File: src/rtl/muller_c_handshake_driver_if.sv
// Handshake/control bundle for the Muller C-element handshake driver.
//   start, stop, clr     : one-cycle control pulses into the driver
//   n_cycles, skew       : run configuration, sampled on start
//   c_in                 : asynchronous output of the C-element under test
//   a_out, b_out         : registered C-element inputs driven by the driver
//   busy, done           : run status (done is a one-cycle pulse)
//   timeout, hold_err    : sticky failure flags
//   cycle_count          : completed handshakes, saturating
// Modport master is the driver; modport slave is the environment around it.
interface muller_c_handshake_driver_if #(
  parameter int CNT_W = 16
);
  logic             start;
  logic             stop;
  logic             clr;
  logic [7:0]       n_cycles;
  logic [3:0]       skew;
  logic             c_in;
  logic             a_out;
  logic             b_out;
  logic             busy;
  logic             done;
  logic             timeout;
  logic             hold_err;
  logic [CNT_W-1:0] cycle_count;

  modport master (
    input  start, stop, clr, n_cycles, skew, c_in,
    output a_out, b_out, busy, done, timeout, hold_err, cycle_count
  );

  modport slave (
    output start, stop, clr, n_cycles, skew, c_in,
    input  a_out, b_out, busy, done, timeout, hold_err, cycle_count
  );
endinterface

File: src/rtl/muller_c_handshake_driver.sv
// Four-phase stimulus generator and checker for a Muller C-element.
// Drives a_out/b_out through return-to-zero handshakes with a programmable
// skew, synchronises the element output c_in, flags a premature output
// change inside a skew window (hold_err) or a missing one (timeout), and
// counts completed handshakes.
// Ports:
//   clk   : single clock
//   rst_n : asynchronous active-low reset
//   bus   : master modport of muller_c_handshake_driver_if (see that file)
module muller_c_handshake_driver #(
  parameter int SYNC_STAGES    = 2,
  parameter int TIMEOUT_CYCLES = 255,
  parameter int CNT_W          = 16
) (
  input  logic                        clk,
  input  logic                        rst_n,
  muller_c_handshake_driver_if.master bus
);

  localparam int TO_W = $clog2(TIMEOUT_CYCLES + 1);
  localparam logic [TO_W-1:0] TO_LAST = TO_W'(TIMEOUT_CYCLES - 1);

  typedef enum logic [2:0] {
    S_IDLE,
    S_RISE_SKEW,
    S_WAIT_HI,
    S_FALL_SKEW,
    S_WAIT_LO,
    S_DONE,
    S_ERROR
  } state_t;

  state_t            r_state, w_state_next;
  logic [SYNC_STAGES-1:0] r_sync;
  logic              w_c_sync;

  logic              r_a, w_a_next;
  logic              r_b, w_b_next;
  logic              r_busy;
  logic              r_done, w_done_next;
  logic              r_timeout, w_timeout_next;
  logic              r_hold_err, w_hold_err_next;
  logic              r_stop_req, w_stop_req_next;
  logic [CNT_W-1:0]  r_count, w_count_next, w_count_inc;
  logic [7:0]        r_n, w_n_next;
  logic [3:0]        r_skew, w_skew_next;
  logic [3:0]        r_skew_cnt, w_skew_cnt_next;
  logic [TO_W-1:0]   r_to_cnt, w_to_cnt_next;
  logic              w_launch;
  logic [3:0]        w_launch_skew;

  // c_in enters at bit 0; decisions use only the last stage.
  always_ff @(posedge clk or negedge rst_n) begin
    if (!rst_n) r_sync <= '0;
    else        r_sync <= {r_sync[SYNC_STAGES-2:0], bus.c_in};
  end
  assign w_c_sync = r_sync[SYNC_STAGES-1];

  always_ff @(posedge clk or negedge rst_n) begin
    if (!rst_n) begin
      r_state    <= S_IDLE;
      r_a        <= 1'b0;
      r_b        <= 1'b0;
      r_busy     <= 1'b0;
      r_done     <= 1'b0;
      r_timeout  <= 1'b0;
      r_hold_err <= 1'b0;
      r_stop_req <= 1'b0;
      r_count    <= '0;
      r_n        <= '0;
      r_skew     <= '0;
      r_skew_cnt <= '0;
      r_to_cnt   <= '0;
    end else begin
      r_state    <= w_state_next;
      r_a        <= w_a_next;
      r_b        <= w_b_next;
      r_busy     <= (w_state_next != S_IDLE);
      r_done     <= w_done_next;
      r_timeout  <= w_timeout_next;
      r_hold_err <= w_hold_err_next;
      r_stop_req <= w_stop_req_next;
      r_count    <= w_count_next;
      r_n        <= w_n_next;
      r_skew     <= w_skew_next;
      r_skew_cnt <= w_skew_cnt_next;
      r_to_cnt   <= w_to_cnt_next;
    end
  end

  always_comb begin
    w_state_next    = r_state;
    w_a_next        = r_a;
    w_b_next        = r_b;
    w_done_next     = 1'b0;
    w_timeout_next  = r_timeout;
    w_hold_err_next = r_hold_err;
    w_count_next    = r_count;
    w_n_next        = r_n;
    w_skew_next     = r_skew;
    w_skew_cnt_next = r_skew_cnt;
    w_to_cnt_next   = r_to_cnt;
    w_launch        = 1'b0;
    // Stop is remembered in every busy state and consumed at completion.
    w_stop_req_next = r_stop_req | (bus.stop && (r_state != S_IDLE));
    // The first handshake of a run uses the skew being sampled right now.
    w_launch_skew   = (r_state == S_IDLE) ? bus.skew : r_skew;
    w_count_inc     = (&r_count) ? r_count : r_count + CNT_W'(1);

    case (r_state)
      S_IDLE: begin
        if (bus.start) begin
          w_n_next        = bus.n_cycles;
          w_skew_next     = bus.skew;
          w_count_next    = '0;
          w_timeout_next  = 1'b0;
          w_hold_err_next = 1'b0;
          w_stop_req_next = 1'b0;
          w_launch        = 1'b1;
        end
      end
      S_RISE_SKEW: begin
        if (w_c_sync) begin
          w_hold_err_next = 1'b1;
          w_a_next        = 1'b0;
          w_b_next        = 1'b0;
          w_state_next    = S_ERROR;
        end else if (r_skew_cnt == 4'd1) begin
          w_b_next      = 1'b1;
          w_to_cnt_next = '0;
          w_state_next  = S_WAIT_HI;
        end else begin
          w_skew_cnt_next = r_skew_cnt - 4'd1;
        end
      end
      S_WAIT_HI: begin
        if (w_c_sync) begin
          w_a_next = 1'b0;
          if (r_skew == 4'd0) begin
            w_b_next      = 1'b0;
            w_to_cnt_next = '0;
            w_state_next  = S_WAIT_LO;
          end else begin
            w_skew_cnt_next = r_skew;
            w_state_next    = S_FALL_SKEW;
          end
        end else if (r_to_cnt == TO_LAST) begin
          w_timeout_next = 1'b1;
          w_a_next       = 1'b0;
          w_b_next       = 1'b0;
          w_state_next   = S_ERROR;
        end else begin
          w_to_cnt_next = r_to_cnt + TO_W'(1);
        end
      end
      S_FALL_SKEW: begin
        if (!w_c_sync) begin
          w_hold_err_next = 1'b1;
          w_a_next        = 1'b0;
          w_b_next        = 1'b0;
          w_state_next    = S_ERROR;
        end else if (r_skew_cnt == 4'd1) begin
          w_b_next      = 1'b0;
          w_to_cnt_next = '0;
          w_state_next  = S_WAIT_LO;
        end else begin
          w_skew_cnt_next = r_skew_cnt - 4'd1;
        end
      end
      S_WAIT_LO: begin
        if (!w_c_sync) begin
          w_count_next = w_count_inc;
          if (((r_n != 8'd0) && (w_count_inc == CNT_W'(r_n))) ||
              r_stop_req || bus.stop) begin
            // Count limit and stop together still yield one DONE.
            w_done_next     = 1'b1;
            w_stop_req_next = 1'b0;
            w_state_next    = S_DONE;
          end else begin
            w_launch = 1'b1;
          end
        end else if (r_to_cnt == TO_LAST) begin
          w_timeout_next = 1'b1;
          w_state_next   = S_ERROR;
        end else begin
          w_to_cnt_next = r_to_cnt + TO_W'(1);
        end
      end
      S_DONE: begin
        w_state_next = S_IDLE;
      end
      S_ERROR: begin
        w_a_next = 1'b0;
        w_b_next = 1'b0;
        if (bus.clr) w_state_next = S_IDLE;
      end
      default: begin
        w_a_next     = 1'b0;
        w_b_next     = 1'b0;
        w_state_next = S_IDLE;
      end
    endcase

    // Start of a handshake: a rises now; with zero skew b rises with it and
    // the rise window is skipped entirely.
    if (w_launch) begin
      w_a_next = 1'b1;
      if (w_launch_skew == 4'd0) begin
        w_b_next      = 1'b1;
        w_to_cnt_next = '0;
        w_state_next  = S_WAIT_HI;
      end else begin
        w_skew_cnt_next = w_launch_skew;
        w_state_next    = S_RISE_SKEW;
      end
    end
  end

  assign bus.a_out       = r_a;
  assign bus.b_out       = r_b;
  assign bus.busy        = r_busy;
  assign bus.done        = r_done;
  assign bus.timeout     = r_timeout;
  assign bus.hold_err    = r_hold_err;
  assign bus.cycle_count = r_count;

endmodule
File: src/flat_wrapper.sv
// flat-port wrapper written by rule: the top's interface ports become plain ports
module muller_c_handshake_driver_flat 
#(
  parameter int SYNC_STAGES    = 2,
  parameter int TIMEOUT_CYCLES = 255,
  parameter int CNT_W          = 16
)
  (clk, rst_n, bus_start, bus_stop, bus_clr, bus_n_cycles, bus_skew, bus_c_in, bus_a_out, bus_b_out, bus_busy, bus_done, bus_timeout, bus_hold_err, bus_cycle_count);
  muller_c_handshake_driver_if #(.CNT_W(CNT_W)) bus_i ();
  input  logic clk;
  input  logic rst_n;
  input wire logic [$bits(bus_i.start)-1:0] bus_start;
  input wire logic [$bits(bus_i.stop)-1:0] bus_stop;
  input wire logic [$bits(bus_i.clr)-1:0] bus_clr;
  input wire logic [$bits(bus_i.n_cycles)-1:0] bus_n_cycles;
  input wire logic [$bits(bus_i.skew)-1:0] bus_skew;
  input wire logic [$bits(bus_i.c_in)-1:0] bus_c_in;
  output wire logic [$bits(bus_i.a_out)-1:0] bus_a_out;
  output wire logic [$bits(bus_i.b_out)-1:0] bus_b_out;
  output wire logic [$bits(bus_i.busy)-1:0] bus_busy;
  output wire logic [$bits(bus_i.done)-1:0] bus_done;
  output wire logic [$bits(bus_i.timeout)-1:0] bus_timeout;
  output wire logic [$bits(bus_i.hold_err)-1:0] bus_hold_err;
  output wire logic [$bits(bus_i.cycle_count)-1:0] bus_cycle_count;
  assign bus_i.start = bus_start;
  assign bus_i.stop = bus_stop;
  assign bus_i.clr = bus_clr;
  assign bus_i.n_cycles = bus_n_cycles;
  assign bus_i.skew = bus_skew;
  assign bus_i.c_in = bus_c_in;
  assign bus_a_out = bus_i.a_out;
  assign bus_b_out = bus_i.b_out;
  assign bus_busy = bus_i.busy;
  assign bus_done = bus_i.done;
  assign bus_timeout = bus_i.timeout;
  assign bus_hold_err = bus_i.hold_err;
  assign bus_cycle_count = bus_i.cycle_count;
  muller_c_handshake_driver #(.SYNC_STAGES(SYNC_STAGES), .TIMEOUT_CYCLES(TIMEOUT_CYCLES), .CNT_W(CNT_W)) u_core (.clk(clk), .rst_n(rst_n), .bus(bus_i));
endmodule
File: config.mk
export PLATFORM = sky130hd
export DESIGN_NAME = muller_c_handshake_driver_flat
export DESIGN_NICKNAME = d
export VERILOG_FILES = /design/src/rtl/muller_c_handshake_driver_if.sv /design/src/rtl/muller_c_handshake_driver.sv /design/src/flat_wrapper.sv
export SDC_FILE = /design/constraint.sdc
export NUM_CORES = 1
export LEC_CHECK = 0
export CAP_MARGIN = 15
export CORE_ASPECT_RATIO = 1.4
export CORE_MARGIN = 3
export CORE_UTILIZATION = 35
export CTS_BUF_LIST = sky130_fd_sc_hd__clkbuf_8 sky130_fd_sc_hd__clkbuf_16
export DETAILED_ROUTE_END_ITERATION = 16
export PLACE_DENSITY = 0.6
export SLEW_MARGIN = 40
export SYNTH_ARGS = -nofsm -noshare
export SYNTH_HDL_FRONTEND = slang
export SYNTH_SLANG_ARGS = --single-unit
File: constraint.sdc
create_clock -name clk -period 6.05 [get_ports clk]
set_input_delay 1.21 -clock clk [delete_from_list [all_inputs] [get_ports clk]]
set_output_delay 1.21 -clock clk [all_outputs]
set_load 0.02 [all_outputs]
### Word-level counts from Yosys, hierarchy flattened

Index checks and enable logic that the tools add are counted.

| word-level totals | value |
|---|---|
| memories kept | 0 |
| memory bits (writable) | 0 |
| input bits | 18 |
| bits in latches | 0 |
| bits in read-only memories | 0 |
| register bits | 52 |

| operators by class | value |
|---|---|
| add/subtract/negate cells | 3 |
| eq/ne operators | 19 |
| divide/modulo/power cells | 0 |
| reductions and logical operators | 20 |
| shifts and indexed selects | 0 |
| order comparisons | 0 |
| muxes and demuxes | 71 |
| bitwise operators | 1 |
| multiply operators | 0 |

Operators by type and width:

| operator | count |
|---|---|
| $mux 8 | 9 |
| $mux 16 | 3 |
| $mux 3 | 11 |
| $mux 4 | 8 |
| $pmux 16 s2 | 1 |
| $pmux 8 s4 | 1 |
| $mux 1 | 29 |
| $pmux 3 s6 | 1 |
| $add 16x1->16 const B | 1 |
| $eq 16x8->1 | 1 |
| $reduce_and 16->1 | 1 |
| $pmux 4 s3 | 1 |
| $reduce_and 4->1 | 3 |
| $reduce_bool 3->1 | 4 |
| $eq 3x3->1 const B | 3 |
| $add 8x1->8 const B | 1 |
| $eq 8x8->1 const B | 1 |
| $logic_not 4->1 | 2 |
| $ne 2x2->1 const B | 4 |
| $pmux 1 s4 | 2 |
| $reduce_bool 8->1 | 1 |
| $eq 3x2->1 const B | 2 |
| $ne 2x1->1 const B | 3 |
| $pmux 1 s3 | 2 |
| other kinds (16) | 19 |

### Depth between registers and ports, before layout

| depth | value |
|---|---|
| depth in word-level cells | 11 |
| mapped depth | 10 |
| mapped depth without buffers | 9 |

### Least setup slack after synthesis

OpenSTA, ideal clock, no wires.

| timing | value |
|---|---|
| kind | register to register |
| start point | reg u_core.r_count[0] (netlist: u_core.bus.cycle_count[0]) |
| end point | reg u_core.r_skew_cnt[0] |
| slack | 3265 ps |
| required time | 5917 ps |
| period minus slack after synthesis | 2785 ps |
| library setup time | 133 ps |
| stages on the path, launching flop included | 10 |
| buffers on the path | 1 |
| data arrival time | 2652 ps |
| cells stage by stage | dfrtp_1 -> ha_1 -> buf_2 -> nand3_4 -> or4_4 -> a211oi_2 -> o211ai_2 -> nor4_4 -> o21a_1 -> o32ai_1 |

| on the way | value |
|---|---|
| longest elaborated chain between the ends | 10 |

Ends and longest elaborated chain:

| element | RTL line | RTL |
|---|---|---|
| from (decl) | muller_c_handshake_driver.sv:44 | `logic [CNT_W-1:0] r_count, w_count_next, w_count_inc;` |
| from (signal assigned) | muller_c_handshake_driver.sv:83 | `r_count <= w_count_next;` |
| $add 16x1->16 / $reduce_and 16->1 (equally long branches) | muller_c_handshake_driver.sv:108 | `w_count_inc = (&r_count) ? r_count : r_count + CNT_W'(1);` |
| $mux 16 * | muller_c_handshake_driver.sv:108 |  |
| $eq 16x8->1 * | muller_c_handshake_driver.sv:173 | `if (((r_n != 8'd0) && (w_count_inc == CNT_W'(r_n))) \|\|` |
| $logic_and 1x1->1 * | muller_c_handshake_driver.sv:173 |  |
| $logic_or 1x1->1 * | muller_c_handshake_driver.sv:173 |  |
| $logic_or 1x1->1 * | muller_c_handshake_driver.sv:174 | `r_stop_req \|\| bus.stop) begin` |
| $mux 1 * | muller_c_handshake_driver.sv:173 |  |
| $mux 1 * | muller_c_handshake_driver.sv:171 | `if (!w_c_sync) begin` |
| $pmux 1 s2 * | muller_c_handshake_driver.sv:110 | `case (r_state)` |
| $mux 4 * | muller_c_handshake_driver.sv:206 | `if (w_launch) begin` |
| via u_core.w_skew_cnt_next[0] | muller_c_handshake_driver.sv:47 | `logic [3:0] r_skew_cnt, w_skew_cnt_next;` |
| to (signal assigned) | muller_c_handshake_driver.sv:86 | `r_skew_cnt <= w_skew_cnt_next;` |
| to (decl) | muller_c_handshake_driver.sv:47 |  |

Mark *: on every way through the listed nets, which the timed path passes. The rest lies on a longest branch.
A chain may end at the register's enable or synchronous reset.

### Final worst setup path

| timing | value |
|---|---|
| start point | reg u_core.r_count[4] (netlist: u_core.bus.cycle_count[4]) |
| end point | reg u_core.r_skew_cnt[1] |

Same word-level chain as after synthesis.

==> results.yml <==
drt:
  wl_met3_um: 470
  met1_length_um: 4210
  wl_per_cell_um: 17.0
  viasPerCell: 5.81
  drt_pass1_iterations: 5
  wl_met2_um: 5120
  drt_iter0_markers: 264
  drc_errors: 0
  top_layer_used: "met4"
  drt-total-wl_um: 10000
  num_vias: 3423
  postRouteAntennaNets: 0
worst_setup_path:
  cp-start-kind: "flip-flop"
  rrSetupSlack_ps: 2590
  cpMaxStageDelayCell: "o311ai_0"
  path_class: "reg2reg"
  r2r_end: "u_core.r_skew_cnt[1]"
  reg2reg_depth: 7
  path_max_fanout: 16
  cpPeakStageDelay_ps: 890
  critPathTopFamily: "compound AO/OA/AOI/OAI gates"
  arrival_ps: 3630
  path_cells: "nand4_1 > o311ai_0 > xnor2_1 > o211ai_2 > nor4_4 > o21a_1 > o32ai_1"
  crit_buf_inv: 0
  timing.rr.start: "u_core.bus.cycle_count[4]"
  required_ps: 6220
  startpoint: "u_core.bus.cycle_count[4]"
  crit_path_end_kind: "flip-flop"
pwr:
  ir_drop_v: 0.000179
  p_int_mw: 0.888
  p_sw_share_pct: 44.2
  p_switching_mw: 0.702
  power_density_nw_per_um2: 383
  p_seq_share_pct: 37.0
  clockPowerShare_pct: 18.0
  p_leak_nw: 1.66
  combPwrFrac_pct: 45.0
timing:
  slew_violations: 0
  tightest_slew_ps: 834
  layout_setup_ws_ps: 2590
  setup_violations: 0
  fmax_ghz: 0.289
  rsz0062_at_grt: "false"
  hold_viol: 0
  setup_tns_ps: 0
  fin_crit_sh_pct: 57.2
  min_period_ps: 3460
  fin_worst_skew_ps: 9.67
  max_slew_margin_pct: 43.7
global_route:
  grtUsageTotal_pct: 17.9
  grt_pass1_vias: 3440
  grt_max_degree: 53
  antenna_found_initial: 0
  grt_pass1_wl_um: 17000
  grt_overflow: 0
place:
  pre_cts_ws_ps: 2740
  place_hpwl_um: 7110
  placed_cells: 581
  io_buffers: 39
  gp_congestion: 0.944
final_layout:
  fin_nets: 479
  syn2layout_area_growth_pct: 17.0
  fillers: 1031
  diodes: 0
  drive_above_1_share_pct: 5.91
  fin_cells: 589
logic_synthesis:
  ys_types: 68
  synth_area_um2: 3550
  synthesis.nets: 459
  synth_edf_count: 0
  syn-instance-count: 436
  synth_area_leaders: "dfrtp_1, a21oi_1, o21ai_0"
  yosysMostFrequentCell: "nand2_1"
  synthFlopType: "dfrtp_1"
  ys_ff_latch: 52
  seq_area_frac_synth_pct: 36.7
  synth_common_cells: "nand2_1, dfrtp_1, a21oi_1"
  synth_top_area_share_pct: 36.7
  yosysTopAreaCell: "dfrtp_1"
  yosysWarnings: 0
  async_flop_share_pct: 100
  syn_area_per_cell_um2: 8.14
clock_network:
  clock_latency_ps: 300
  cts_buffers: 5
  cts_resized: 0
  cts_hold_buf: 0
  tritoncts: "done"
  cts_root_buf: "clkbuf_16"
  cts_setup_buffers: 0
  cts_max_level: 2
  clock_path_buffers: 2
  path_clk_slew_ps: 70
  cts_sinks: 52
min_path:
  hold_depth: 0
  min_path_type: "reg2reg"
  hold_end: "u_core.r_sync[1]"
  hp-start: "u_core.r_sync[0]"
floorplan:
  die_area_um2: 11400
  chipWidth_um: 91.1
  start_util_pct: 36.7
  rows: 42
  die_h_um: 125
  io_pins: 40
  core_um2: 9670
outcome:
  outcome: "finished, final reports clean"
job:
  drv_cap: 0
-- power by group through the flow --
stage | logic, mW | clock network (mW) | registers, mW
2_1_floorplan | 0.546 | 0 | 0.535
6_report | 0.716 | 0.286 | 0.588
3_3_place_gp | 0.701 | 0 | 0.587
5_1_grt | 0.808 | 0.310 | 0.608
4_1_cts | 0.716 | 0.296 | 0.584
3_5_place_dp | 0.711 | 0 | 0.592
-- cells by family after synthesis --
group / share of synthesized area [%]
simple gates: 27.0
compound gates: 24.0
flops: 36.7
buf+inv: 4.72
xor+xnor: 2.71
mux: 3.14
fa+ha+maj: 1.76
-- through the flow --
stage | cell area [µm²] | hold slack, ps | total power [mW] | util [%]
5_1_grt | 4150 | 363 | 1.73 | 42.9
3_3_place_gp | 4000 | 335 | 1.29 | 41.4
6_report | 4150 | 342 | 1.59 | 42.9
4_1_cts | 4150 | 351 | 1.60 | 42.9
3_5_place_dp | 4000 | 337 | 1.30 | 41.4
2_1_floorplan | 3550 | 331 | 1.08 | -
-- area by class of cell --
class	count	area [µm²]	share of cell area, %
multi-input cells	342	2090	50.3
well taps	132	165	3.98
flip-flops and latches	52	1300	31.3
clock inverters	3	18.8	0.452
clock buffers	5	125	3.01
repair buffers	41	400	9.64
inverters	14	52.6	1.27
-- worst reg2reg max path, stage by stage (launching register included) --
cell and delay, ps:
dfrtp_1 630, nand4_1 530, o311ai_0 890, xnor2_1 220, o211ai_2 140, nor4_4 440, o21a_1 360, o32ai_1 130
-- layer usage --
layer | global-route usage (%) | up-vias
li1 | - | 1644
met1 | 21.0 | 1654
met2 | 32.2 | 108
met3 | 2.94 | 17
met4 | 7.10 | 0
met5 | 0 | -
-- cells in the final DEF (no fill, tap or decap), drive strengths merged, types with 7 or more instances in the layout --
cell type | synthesis | final
o21ai | 42 | 42
nand4 | 9 | 9
nor3 | 18 | 18
inv | 13 | 13
nor4 | 12 | 12
a21oi | 42 | 42
nor2 | 35 | 35
mux2i | 10 | 10
dfrtp | 52 | 52
xnor2 | 7 | 7
clkdlybuf4s50 | 0 | 38
nand2 | 53 | 53
nand3 | 19 | 19
-- sequential cells by signal, summed over array words and instances (netlist names), 2 cells and up --
signal                  count
u_core.r_state              3
u_core.r_to_cnt             8
u_core.bus.cycle_count     16
u_core.r_skew               4
u_core.r_n                  8
u_core.r_sync               2
u_core.r_skew_cnt           4
-- worst max path at each step --
stage / cells after the start / slack (ps) / endpoint
2_1_floorplan: 9 / 3270 / u_core.r_skew_cnt[0]
3_3_place_gp: 5 / 2730 / u_core.bus.cycle_count[0]
3_5_place_dp: 5 / 2740 / u_core.bus.cycle_count[0]
4_1_cts: 7 / 2710 / u_core.r_skew_cnt[3]
5_1_grt: 7 / 2380 / u_core.r_skew_cnt[1]
6_report: 7 / 2590 / u_core.r_skew_cnt[1]
No activity file was read; power rests on OpenSTA's default activity.
